==> src/rtl/jk_pkg.sv <==
// rtl/jk_pkg.sv - mode encodings and types shared by the JK register bank
package jk_pkg;

    typedef enum logic [1:0] {
        MODE_JK = 2'b00,
        MODE_T  = 2'b01,
        MODE_UP = 2'b10,
        MODE_DN = 2'b11
    } mode_e;

endpackage

==> src/rtl/jk_bit.sv <==
// rtl/jk_bit.sv - single-bit JK next-state function
module jk_bit (
    input  logic j,
    input  logic k,
    input  logic q,
    output logic qn
);

    always_comb begin
        qn = q;
        unique case ({j, k})
            2'b00: qn = q;
            2'b01: qn = 1'b0;
            2'b10: qn = 1'b1;
            2'b11: qn = ~q;
            default: qn = q;
        endcase
    end

endmodule

==> src/rtl/jk_reg_bank.sv <==
// rtl/jk_reg_bank.sv - JK/T register bank with up/down count, clear and load
module jk_reg_bank
    import jk_pkg::*;
#(
    parameter int               WIDTH   = 8,
    parameter logic [WIDTH-1:0] RST_VAL = '0
) (
    input  logic             clk,
    input  logic             rst,
    input  logic             en,
    input  logic             srst,
    input  logic             load,
    input  logic [WIDTH-1:0] d,
    input  logic [1:0]       mode,
    input  logic [WIDTH-1:0] j,
    input  logic [WIDTH-1:0] k,
    output logic [WIDTH-1:0] q,
    output logic             tc,
    output logic             chg
);

    mode_e            mode_s;
    logic [WIDTH-1:0] bit_j;
    logic [WIDTH-1:0] bit_k;
    logic [WIDTH-1:0] jk_q;
    logic [WIDTH-1:0] q_nxt;

    assign mode_s = mode_e'(mode);

    // T mode reuses the JK cell: driving k from j turns {1,1} into toggle, {0,0} into hold
    assign bit_j = j;
    assign bit_k = (mode_s == MODE_T) ? j : k;

    for (genvar i = 0; i < WIDTH; i++) begin : g_bit
        jk_bit u_bit (
            .j  (bit_j[i]),
            .k  (bit_k[i]),
            .q  (q[i]),
            .qn (jk_q[i])
        );
    end

    always_comb begin
        q_nxt = q;
        if (srst) begin
            q_nxt = RST_VAL;
        end else if (load) begin
            q_nxt = d;
        end else if (en) begin
            unique case (mode_s)
                MODE_JK, MODE_T: q_nxt = jk_q;
                MODE_UP:         q_nxt = q + WIDTH'(1);
                MODE_DN:         q_nxt = q - WIDTH'(1);
                default:         q_nxt = q;
            endcase
        end
    end

    assign tc = en & ~srst & ~load &
                (((mode_s == MODE_UP) & (q == '1)) | ((mode_s == MODE_DN) & (q == '0)));

    always_ff @(posedge clk or posedge rst) begin
        if (rst) begin
            q   <= RST_VAL;
            chg <= 1'b0;
        end else begin
            q   <= q_nxt;
            chg <= (q_nxt != q);
        end
    end

endmodule

==> config.mk <==
export PLATFORM = sky130hd
export DESIGN_NAME = jk_reg_bank
export DESIGN_NICKNAME = d
export VERILOG_FILES = /design/src/rtl/jk_pkg.sv /design/src/rtl/jk_bit.sv /design/src/rtl/jk_reg_bank.sv
export SDC_FILE = /design/constraint.sdc
export NUM_CORES = 1
export LEC_CHECK = 0
export BUFFER_PORTS_ARGS = -buffer_cell sky130_fd_sc_hd__buf_4
export CORE_MARGIN = 3
export CORE_UTILIZATION = 59
export CTS_BUF_LIST = sky130_fd_sc_hd__clkbuf_2 sky130_fd_sc_hd__clkbuf_4 sky130_fd_sc_hd__clkbuf_8
export CTS_CLUSTER_SIZE = 28
export DETAILED_ROUTE_END_ITERATION = 8
export PLACE_DENSITY = 0.88
export SLEW_MARGIN = 30
export SYNTH_ARGS = -nofsm -noshare
export SYNTH_HDL_FRONTEND = slang
export SYNTH_SLANG_ARGS = --single-unit
==> constraint.sdc <==
create_clock -name clk -period 5.1 [get_ports clk]
set_clock_uncertainty 0.05 [all_clocks]
set_input_delay 0.255 -clock clk [delete_from_list [all_inputs] [get_ports clk]]
set_output_delay 0.255 -clock clk [all_outputs]
set_load 0.1 [all_outputs]
==> reports/qor.txt <==
Peak supply drop: 195.3 uV
Kind of launch point of the worst setup path: register
CP Max Fanout: 16
HPWL after DPL: 3411 um
Crit path cell chain: xnor2_1, ha_1, nor2b_2, o31ai_4, nor4_1, nor4_2, o2111ai_1, or4_1
WP data required: 5.17 ns
Area of the core: 2340 um2
Mean number of vias per cell: 6.843
Crit Path Class: reg -> reg
Final ANT Viol Nets: 0
Slowest cell on the critical path: sky130_fd_sc_hd__dfrtp_1
Number of filler instances in the final layout: 191
Most common library cells after synthesis: sky130_fd_sc_hd__nand2_1 (15), sky130_fd_sc_hd__nor2_1 (14), sky130_fd_sc_hd__a21oi_1 (13), sky130_fd_sc_hd__o21ai_0 (13)
Slew headroom: 62.21%
Via count of the first global-routing pass: 1637
Net switching share of the total power: 46.33%
Clock Latency Late Sink: 0.25 ns
Transition time of the tightest slew-check pin: 0.5669 ns
Clk slew on worst S/H paths: 0.06 ns
Share of synthesized area spent on multiplexers: 6.981%
Area enclosed by the die boundary: 3262 um2
Finish-stage setup viols: 0
Setup Buffers After CTS: 0
Sequential-to-total area share from yosys stat: 14.61%
Post-synth design cell area: 1541 um2
Die outline width: 57.12 um
Xor/xnor cell area share of the yosys netlist: 0.5682%
Max Buffers Root-to-Sink: 2
Starting density of the core: 65.88%
Final global-route overflow total: 0
Global-route wire length before repair: 7521 um
Unrepaired setup endpoints after global routing: no
Distinct cell type count of the synthesized netlist: 64
Post-synthesis cell count: 207
NumNets Final: 259
Setup TNS: 0 ns
Hold Worst Slack: 0.2256 ns
Pwr Total: 0.3292 mW
Antenna violations before repair: 0
Switch Pwr: 0.1525 mW
Yosys Warn Count: 0
Main flop type after synthesis: sky130_fd_sc_hd__dfrtp_1
Bufs and invs on worst path: 0
Clock period minus worst slack: 2.809 ns
Net count after synthesis: 239
Pwr per Cell Area: 191.3 nW/um2
Root Buffer: sky130_fd_sc_hd__clkbuf_4
Top-level port count: 41
Final weighted congestion in routability-driven placement: 0.9332
Area share of the largest cell type after synthesis: 14.61%
Number of pins with negative max-slew slack in the final report: 0
Status: finished, final reports clean
Fraction of layout cells with a size suffix above 1: 26.55%
TritonCTS Buffers: 3
Data arrival time of the worst path: 2.88 ns
Share of flip-flops with an asynchronous set or reset after synthesis: 100.0%
Hold violation count in the final report: 0
Pint: 0.1766 mW
Antenna fix cells: 0
Number of buffers inserted by port buffering: 40
Final Util: 73.53%
Total number of placement rows: 17
Timing-limited maximum frequency: 356.0 MHz
Worst min-delay path category: in -> reg
Overall fraction of global-route tracks in use: 28.29%
Maximum number of pins on one net before global-route repair: 31
Post-layout worst setup margin: 2.291 ns
Number of enable flip-flop cells after synthesis: 0
Post-synthesis to final-layout area growth: 11.61%
First-pass iteration count of the detailed router: 6
Compound-Gate Fraction of Synth Area: 28.98%
Mean Syn Cell Area: 7.447 um2
Number of violations reported at the end of detailed-routing iteration 0: 137
Most area-hungry cell type in the Yosys netlist: sky130_fd_sc_hd__dfrtp_1
Worst slack at placement: 2.276 ns
CP Capture Type: register
Share of synthesized cell area in full adder, half adder and majority cells: 0.8117%
Standby leakage power: 0.6916 nW
Vias: 1738
TritonCTS clock tree: built
Kind of cell adding the most delay to the critical path: simple AND/OR/NAND/NOR gates
Drc violations: 0
Wirelength, routed: 4581 um
Die height: 57.12 um
Clock net sink count: 9
Simple-gate portion of the synthesized area: 32.63%
Largest cells by area after synthesis: sky130_fd_sc_hd__dfrtp_1 (15%), sky130_fd_sc_hd__buf_4 (5.4%), sky130_fd_sc_hd__a21oi_1 (4.2%), sky130_fd_sc_hd__o21ai_0 (4.2%), sky130_fd_sc_hd__nand2_1 (3.7%)
H-tree levels: 1
Delay of the slowest critical-path stage: 0.70 ns
Combinational family with the most area after synthesis: simple AND/OR/NAND/NOR gates
Gate power share: 52.1%
Max Cap Violations: 0
Wire length per cell after detailed routing: 18.04 um
Sequential power share: 29.5%
Synth Register Bits: 9
Final cycle utilization of the critical path: 55.08%
Clk pwr share: 18.4%
Count leader, synth: sky130_fd_sc_hd__nand2_1
==> registers in the layout, summed over array words and instances, names as in the netlist <==
| register | count |
|---|---|
| chg | 1 |
| q | 8 |
==> layout by cell type (no fill, tap or decap), types with 6 or more instances in the layout <==
master,n
sky130_fd_sc_hd__buf_4,40
sky130_fd_sc_hd__nand2_1,15
sky130_fd_sc_hd__nor2_1,14
sky130_fd_sc_hd__o21ai_0,13
sky130_fd_sc_hd__a21oi_1,13
sky130_fd_sc_hd__inv_1,11
sky130_fd_sc_hd__dfrtp_1,9
sky130_fd_sc_hd__nor3_1,7
sky130_fd_sc_hd__nand3_1,7
sky130_fd_sc_hd__nor2b_1,6
sky130_fd_sc_hd__a211oi_1,6
sky130_fd_sc_hd__nand2b_1,6
==> final cells by class <==
class | instances | area (um2) | share of cell area [%]
flip-flops and latches | 9 | 225.2 | 13.09
inverters | 11 | 41.29 | 2.400
repair buffers | 41 | 310.3 | 18.04
multi-input cells | 161 | 1079 | 62.69
well taps | 28 | 35.03 | 2.036
clock buffers | 4 | 30.03 | 1.745
==> timing repair <==
action / CTS / global route
resized for setup: 0 / 0
hold buffers: 1 / 0
endpoints found under the hold margin: 9 / 0
==> stage by stage <==
stage,cell area (um2),instances
finish,1720,254
global route,1720,254
CTS,1720,254
detailed placement,1680,249
global placement,1680,249
floorplan,1541,207
==> worst min-delay path, stage by stage <==
cell	delay (ns)
sky130_fd_sc_hd__buf_4	0.09
sky130_fd_sc_hd__o21ai_0	0.06
sky130_fd_sc_hd__nor2_1	0.08
==> logic make-up after synthesis <==
logic type | count (synthesis)
flip-flops | 9
multiplexers | 10
AND/OR/NAND/NOR | 85
buffers and inverters | 37
XOR/XNOR | 1
AO/OA/AOI/OAI | 64
adder cells (fa/ha/maj) | 1
==> metal layers <==
layer,wire length (um),track usage [%]
met5,0,0
met4,85,11.59
met3,502,2.941
met2,2120,46.66
met1,1872,37.52
==> final timing paths <==
path,from,endpoint,slack (ns),depth (start not counted)
worst max-delay path,q[1],chg,2.29,8
worst min-delay path,d[1],q[1],0.23,3
worst max register to register,q[1],chg,2.29,8
worst min register to register,q[0],q[0],0.81,2
max in group asynchronous,rst,q[6],4.28,3
min in group asynchronous,rst,q[4],0.47,3
==> power groups by stage <==
| stage | combinational, mW | sequential, mW | clock, mW |
|---|---|---|---|
| 2_1_floorplan | 0.141 | 0.0889 | 0 |
| 3_3_place_gp | 0.165 | 0.0967 | 0 |
| 3_5_place_dp | 0.168 | 0.0973 | 0 |
| 4_1_cts | 0.169 | 0.0957 | 0.0612 |
| 5_1_grt | 0.183 | 0.0982 | 0.0643 |
| 6_report | 0.172 | 0.0971 | 0.0605 |
(Power assumes the default switching activity.)
